### config.mk
export PLATFORM = sky130hd
export DESIGN_NAME = divider_top_flat
export DESIGN_NICKNAME = d
export VERILOG_FILES = /design/src/rtl/divider_top_if.sv /design/src/rtl/divider_top.sv /design/src/flat_wrapper.sv
export SDC_FILE = /design/constraint.sdc
export NUM_CORES = 1
export LEC_CHECK = 0
export ABC_CLOCK_PERIOD_IN_PS = 8150
export CORE_ASPECT_RATIO = 1.4
export CORE_MARGIN = 2
export CORE_UTILIZATION = 47
export DETAILED_ROUTE_END_ITERATION = 8
export GPL_TIMING_DRIVEN = 0
export PLACE_DENSITY = 0.64
export RECOVER_POWER = 50
export SLEW_MARGIN = 0
export SYNTH_ARGS = -nofsm -noshare
export SYNTH_HDL_FRONTEND = slang
export SYNTH_SLANG_ARGS = --single-unit
### constraint.sdc
create_clock -name clk_i -period 8.15 [get_ports clk_i]
set_input_delay 2.445 -clock clk_i [delete_from_list [all_inputs] [get_ports clk_i]]
set_output_delay 2.445 -clock clk_i [all_outputs]
set_load 0.02 [all_outputs]
### src/rtl/divider_top_if.sv
`default_nettype none
// ============================================================================
//  Module      : divider_top_if
//  Description : Request/result bundle between the instruction decoder and
//                the sequential RV32M divider.
//                master : decoder side (drives operands and the request)
//                slave  : divider side (returns result, done and busy)
//  Revision    : 1.0 - initial release
// ============================================================================
interface divider_top_if #(
    parameter int XLEN = 32
);
    logic            div_en_i;
    logic [XLEN-1:0] op_A_i;
    logic [XLEN-1:0] op_B_i;
    logic            signed_A_i;
    logic            signed_B_i;
    logic            rem_i;
    logic [XLEN-1:0] result_o;
    logic            done_o;
    logic            busy_o;

    modport master (
        output div_en_i, op_A_i, op_B_i, signed_A_i, signed_B_i, rem_i,
        input  result_o, done_o, busy_o
    );

    modport slave (
        input  div_en_i, op_A_i, op_B_i, signed_A_i, signed_B_i, rem_i,
        output result_o, done_o, busy_o
    );
endinterface
`default_nettype wire

### src/rtl/divider_top.sv
`default_nettype none
// ============================================================================
//  Module      : divider_top
//  Description : Sequential radix-2 restoring divider for DIV/DIVU/REM/REMU.
//                Magnitudes are divided unsigned, one quotient bit per cycle,
//                and signs are applied in a final fix-up cycle. Divide by
//                zero and signed overflow skip the iteration entirely.
//  Ports       : clk_i  - clock, rising edge
//                rst_i  - synchronous active-high reset
//                bus    - divider_top_if.slave (request, operands, flags,
//                         result_o / done_o / busy_o)
//  Revision    : 1.0 - initial release
// ============================================================================
module divider_top #(
    parameter int XLEN = 32
) (
    input  logic          clk_i,
    input  logic          rst_i,
    divider_top_if.slave  bus
);
    localparam int                c_CNT_W    = $clog2(XLEN);
    localparam logic [c_CNT_W-1:0] c_CNT_LOAD = c_CNT_W'(XLEN - 1);
    localparam logic [XLEN-1:0]   c_MIN      = {1'b1, {(XLEN-1){1'b0}}};

    localparam logic [1:0] c_IDLE = 2'd0;
    localparam logic [1:0] c_CALC = 2'd1;
    localparam logic [1:0] c_FIX  = 2'd2;
    localparam logic [1:0] c_DONE = 2'd3;

    logic [1:0]         r_state;
    logic [1:0]         w_next_state;
    logic [c_CNT_W-1:0] r_cnt;
    logic [XLEN-1:0]    r_rem;      // partial remainder
    logic [XLEN-1:0]    r_quo;      // dividend bits out, quotient bits in
    logic [XLEN-1:0]    r_abs_b;
    logic [XLEN-1:0]    r_raw_a;    // remainder of a divide by zero
    logic               r_neg_q;
    logic               r_neg_r;
    logic               r_sel_rem;
    logic               r_div_zero;
    logic               r_ovf;
    logic [XLEN-1:0]    r_result;

    logic               w_neg_a;
    logic               w_neg_b;
    logic [XLEN-1:0]    w_abs_a;
    logic [XLEN-1:0]    w_abs_b;
    logic               w_div_zero;
    logic               w_ovf;
    logic [XLEN:0]      w_shift;
    logic [XLEN:0]      w_diff;
    logic               w_q_bit;
    logic [XLEN-1:0]    w_fix_result;

    // Operand decode, evaluated only when a request is accepted in IDLE
    assign w_neg_a    = bus.signed_A_i & bus.op_A_i[XLEN-1];
    assign w_neg_b    = bus.signed_B_i & bus.op_B_i[XLEN-1];
    assign w_abs_a    = w_neg_a ? -bus.op_A_i : bus.op_A_i;
    assign w_abs_b    = w_neg_b ? -bus.op_B_i : bus.op_B_i;
    assign w_div_zero = (bus.op_B_i == '0);
    assign w_ovf      = bus.signed_A_i & bus.signed_B_i &
                        (bus.op_A_i == c_MIN) & (bus.op_B_i == '1);

    // One restoring step: the extra top bit of the trial subtraction is the
    // borrow, so a clear MSB means the shifted remainder was >= |B|.
    assign w_shift = {r_rem, r_quo[XLEN-1]};
    assign w_diff  = w_shift - {1'b0, r_abs_b};
    assign w_q_bit = ~w_diff[XLEN];

    always_comb begin
        w_fix_result = '0;
        if (r_div_zero) begin
            w_fix_result = r_sel_rem ? r_raw_a : '1;
        end else if (r_ovf) begin
            w_fix_result = r_sel_rem ? '0 : c_MIN;
        end else if (r_sel_rem) begin
            w_fix_result = r_neg_r ? -r_rem : r_rem;
        end else begin
            w_fix_result = r_neg_q ? -r_quo : r_quo;
        end
    end

    // State register
    always_ff @(posedge clk_i) begin
        if (rst_i) begin
            r_state <= c_IDLE;
        end else begin
            r_state <= w_next_state;
        end
    end

    // Next-state logic
    always_comb begin
        w_next_state = r_state;
        case (r_state)
            c_IDLE: begin
                if (bus.div_en_i) begin
                    w_next_state = (w_div_zero | w_ovf) ? c_FIX : c_CALC;
                end
            end
            c_CALC: begin
                if (r_cnt == '0) begin
                    w_next_state = c_FIX;
                end
            end
            c_FIX:   w_next_state = c_DONE;
            c_DONE: begin
                // Request must be released before another one is accepted
                if (!bus.div_en_i) begin
                    w_next_state = c_IDLE;
                end
            end
            default: w_next_state = c_IDLE;
        endcase
    end

    // Outputs
    always_comb begin
        bus.busy_o   = (r_state == c_CALC) || (r_state == c_FIX);
        bus.done_o   = (r_state == c_DONE);
        bus.result_o = r_result;
    end

    // Datapath
    always_ff @(posedge clk_i) begin
        if (rst_i) begin
            r_cnt      <= '0;
            r_rem      <= '0;
            r_quo      <= '0;
            r_abs_b    <= '0;
            r_raw_a    <= '0;
            r_neg_q    <= 1'b0;
            r_neg_r    <= 1'b0;
            r_sel_rem  <= 1'b0;
            r_div_zero <= 1'b0;
            r_ovf      <= 1'b0;
            r_result   <= '0;
        end else begin
            case (r_state)
                c_IDLE: begin
                    if (bus.div_en_i) begin
                        r_cnt      <= c_CNT_LOAD;
                        r_rem      <= '0;
                        r_quo      <= w_abs_a;
                        r_abs_b    <= w_abs_b;
                        r_raw_a    <= bus.op_A_i;
                        r_neg_q    <= w_neg_a ^ w_neg_b;
                        r_neg_r    <= w_neg_a;
                        r_sel_rem  <= bus.rem_i;
                        r_div_zero <= w_div_zero;
                        r_ovf      <= w_ovf;
                    end
                end
                c_CALC: begin
                    r_rem <= w_q_bit ? w_diff[XLEN-1:0] : w_shift[XLEN-1:0];
                    r_quo <= {r_quo[XLEN-2:0], w_q_bit};
                    if (r_cnt != '0) begin
                        r_cnt <= r_cnt - 1'b1;
                    end
                end
                c_FIX: begin
                    r_result <= w_fix_result;
                end
                default: begin
                end
            endcase
        end
    end
endmodule
`default_nettype wire

### src/flat_wrapper.sv
// flat-port wrapper written by rule: the top's interface ports become plain ports
module divider_top_flat 
#(
    parameter int XLEN = 32
)
  (clk_i, rst_i, bus_div_en_i, bus_op_A_i, bus_op_B_i, bus_signed_A_i, bus_signed_B_i, bus_rem_i, bus_result_o, bus_done_o, bus_busy_o);
  divider_top_if #(.XLEN(XLEN)) bus_i ();
  input  logic clk_i;
  input  logic rst_i;
  input wire logic [$bits(bus_i.div_en_i)-1:0] bus_div_en_i;
  input wire logic [$bits(bus_i.op_A_i)-1:0] bus_op_A_i;
  input wire logic [$bits(bus_i.op_B_i)-1:0] bus_op_B_i;
  input wire logic [$bits(bus_i.signed_A_i)-1:0] bus_signed_A_i;
  input wire logic [$bits(bus_i.signed_B_i)-1:0] bus_signed_B_i;
  input wire logic [$bits(bus_i.rem_i)-1:0] bus_rem_i;
  output wire logic [$bits(bus_i.result_o)-1:0] bus_result_o;
  output wire logic [$bits(bus_i.done_o)-1:0] bus_done_o;
  output wire logic [$bits(bus_i.busy_o)-1:0] bus_busy_o;
  assign bus_i.div_en_i = bus_div_en_i;
  assign bus_i.op_A_i = bus_op_A_i;
  assign bus_i.op_B_i = bus_op_B_i;
  assign bus_i.signed_A_i = bus_signed_A_i;
  assign bus_i.signed_B_i = bus_signed_B_i;
  assign bus_i.rem_i = bus_rem_i;
  assign bus_result_o = bus_i.result_o;
  assign bus_done_o = bus_i.done_o;
  assign bus_busy_o = bus_i.busy_o;
  divider_top #(.XLEN(XLEN)) u_core (.clk_i(clk_i), .rst_i(rst_i), .bus(bus_i));
endmodule
==> results.sh <==
export IMPL_pre_cts_slack_ps=2480
export IMPL_ant_nets=0
export IMPL_layout_common_cells="273 x nand2_1, 172 x dfxtp_1, 148 x a21oi_1, 113 x nor2_1, 99 x clkbuf_1"
export IMPL_worstPathCellList="clkdlybuf4s50_1 -> or4_1 -> nor4_1 -> nand3_1 -> nor4_1 -> o21ai_0 -> a311oi_1"
export IMPL_first_iter_violations=981
export IMPL_crit_type="input port to flip-flop"
export IMPL_vdd_drop_max_mv=0.197
export IMPL_grt_overflow_total=0
export IMPL_drt_vias_per_instance=6.21
export IMPL_dp_cells=2025
export IMPL_required_ps=8490
export IMPL_slew_violations=0
export IMPL_max_stage_delay_ps=640
export IMPL_relSlewSlack_pct=13.8
export IMPL_numClockSinks=172
export IMPL_grt_max_degree=17
export IMPL_cp_start_kind="input port"
export IMPL_status="finished, final reports clean"
export IMPL_power_w=0.00377
export IMPL_clk_path_buf_depth=2
export IMPL_ys_seq_area_share_pct=29.0
export IMPL_clock_latency_ps=450
export IMPL_first_pass_iters=6
export IMPL_syn_instance_count=1608
export IMPL_critPathMaxFanout=8
export IMPL_max_freq_mhz=188
export IMPL_syn_nets=1723
export IMPL_rows=68
export IMPL_slowest_stage="or4_1"
export IMPL_route_detailed_drc=0
export IMPL_path_delay_family="simple AND/OR/NAND/NOR gates"
export IMPL_min_period_over_period_pct=65.3
export IMPL_layout_cells_non_filler=2058
export IMPL_ys_warnings_count=0
export IMPL_finalSetupTns_ps=0
export IMPL_port_buffers=102
export IMPL_fp_dieH_um=192
export IMPL_rsz0062_at_grt="no"
export IMPL_io_pins=104
export IMPL_worst_slew_pin_slew_ps=1280
export IMPL_powerDensity_mw_per_mm2=272
export IMPL_wl_per_cell_um=22.4
export IMPL_p_leak_nw=5.15
export IMPL_max_cap_violations=0
export IMPL_arrival_ps=5670
export IMPL_hold_slack_ps=458
export IMPL_place_hpwl_mm=36.7
export IMPL_num_vias=12800
export IMPL_die_w_um=138
export IMPL_end_kind="flip-flop"
export IMPL_ys_types=68
export IMPL_fin_skew_ps=11.0
export IMPL_synthToLayoutAreaGrowth_pct=16.9
export IMPL_syn_avg_cell_area_um2=7.38
export IMPL_tritoncts="done"
export IMPL_cts_repair_resized=0
export IMPL_async_flop_share_pct=0
export IMPL_root_buffer="clkbuf_16"
export IMPL_setup_slack_ps=2830
export IMPL_routed_wl_mm=46.0
export IMPL_worstHoldPathType="flip-flop to flip-flop"
export IMPL_gp_congestion=1.02
export IMPL_cts_buffers=17
export IMPL_htree_levels=4
export IMPL_grt_total_usage_pct=34.2
export IMPL_synth_edf_count=0
export IMPL_cp_common_cell="nor4_1"
export IMPL_nFillCells=2506
export IMPL_grt_pass1_vias=12300
export IMPL_path_buf_inv=1
export IMPL_min_period_ps=5320
export IMPL_initial_core_util_pct=47.9
export IMPL_drive_above_1_share_pct=2.47
export IMPL_ys_ff_latch=172
export IMPL_grt_pass1_wl_mm=70.0
export IMPL_setup_viol=0
export IMPL_layout_nets=1844
export IMPL_synth_area_mm2=0.0119
export IMPL_synth_ff_type="dfxtp_1"
export IMPL_final_common_cell="nand2_1"
export IMPL_holdBufCountCts=0
export IMPL_die_area_mm2=0.0266
export IMPL_clkTransAtPathRegs_ps=70
export IMPL_antenna_found_initial=1
export IMPL_final_hold_viol_count=0
export IMPL_post_cts_setup_buffers=0
export IMPL_core_area_mm2=0.0248
==> metrics by stage <==
step	area, um^2	util, %
after global routing	13900	56.0
after floorplan	11900	-
after CTS	13900	56.0
after global placement	13300	53.7
after detailed placement	13300	53.7
final	13900	56.0
==> worst min-delay path, cell delays in order (launching register included) <==
cell and delay (ps):
dfxtp_1 310, nand2_1 50, a21oi_1 50
==> layout make-up <==
class / count / area (um^2) / area share [%]
Buffer: 105 / 394 / 2.84
Tap cell: 315 / 394 / 2.84
Clock buffer: 19 / 443 / 3.19
Inverter: 68 / 255 / 1.84
Multi-Input combinational cell: 1263 / 7770 / 56.0
Antenna cell: 1 / 2.50 / 0.0180
Timing Repair Buffer: 102 / 1020 / 7.36
Clock inverter: 13 / 150 / 1.08
Sequential cell: 172 / 3440 / 24.8
==> synth_stat cells, types with 5 or more instances <==
library cell  count  area (um^2)
nand2_1         273         1020
dfxtp_1         172         3440
a21oi_1         148          741
nor2_1          113          424
clkbuf_1         96          360
o21ai_0          93          465
xnor2_1          68          596
xor2_1           68          596
inv_1            66          248
o211ai_1         48          360
ha_1             44          551
a211oi_1         40          300
o31ai_1          37          278
nor3_1           31          155
nand4_1          28          175
or3_1            22          138
o41ai_1          19          166
nand3_1          18         90.1
a21o_1           17          128
or4_1            14          105
a311oi_1         11         96.3
a21boi_0          9         67.6
a31oi_1           9         56.3
buf_1             8         30.0
nor4_1            8         50.1
o21a_1            8         60.1
o31a_1            8         70.1
a221o_1           7         70.1
and2_1            7         43.8
and3_1            7         43.8
mux2i_1           7         70.1
nand2b_1          7         43.8
nor2b_1           7         43.8
a221oi_1          6         52.6
a2bb2oi_1         6         52.6
o22ai_1           6         37.5
nor3b_1           5         37.5
o221ai_1          5         43.8
==> registers in the layout, indices dropped and copies added, names as in the netlist <==
signal               cells
u_core.r_ovf             1
u_core.r_abs_b          32
u_core.r_quo            32
u_core.r_div_zero        1
u_core.r_rem            32
u_core.r_raw_a          32
u_core.bus.result_o     32
u_core.r_state           2
u_core.r_cnt             5
u_core.r_sel_rem         1
u_core.r_neg_r           1
u_core.r_neg_q           1
==> path summary, 6_finish.rpt <==
check / from / to / slack [ps] / depth (start not counted)
setup reg to reg: u_core.r_quo[31] / u_core.r_rem[10] / 3420 / 12
setup / recovery: bus_op_A_i[12] / u_core.r_state[1] / 2830 / 7
hold reg to reg: u_core.r_raw_a[16] / u_core.r_raw_a[16] / 460 / 2
hold / removal: u_core.r_raw_a[16] / u_core.r_raw_a[16] / 460 / 2
==> per-layer routing <==
metal	part of all wire, %	vias to the layer above	track usage [%]
met4	9.2	0	28.1
met3	5.1	181	3.81
li1	-	6041	-
met2	49	559	61.2
met5	0	-	0
met1	37	6005	36.5
==> cells by family after synthesis <==
family                   Yosys count  share of synthesized area (%)
AND/OR/NAND/NOR                  558                           21.3
AO/OA/AOI/OAI                    514                           28.5
buffers and inverters            173                           5.48
flip-flops                       172                           29.0
XOR/XNOR                         136                           10.0
adder cells (fa/ha/maj)           45                           4.81
multiplexers                      10                          0.875
==> where the power goes <==
group	switching, W	internal, W	total [W]
Combinational	0.00114	0.000609	0.00175
Sequential	0.000162	0.00101	0.00117
Clock	0.000378	0.000467	0.000845
Power figures use the tool's default switching activity.
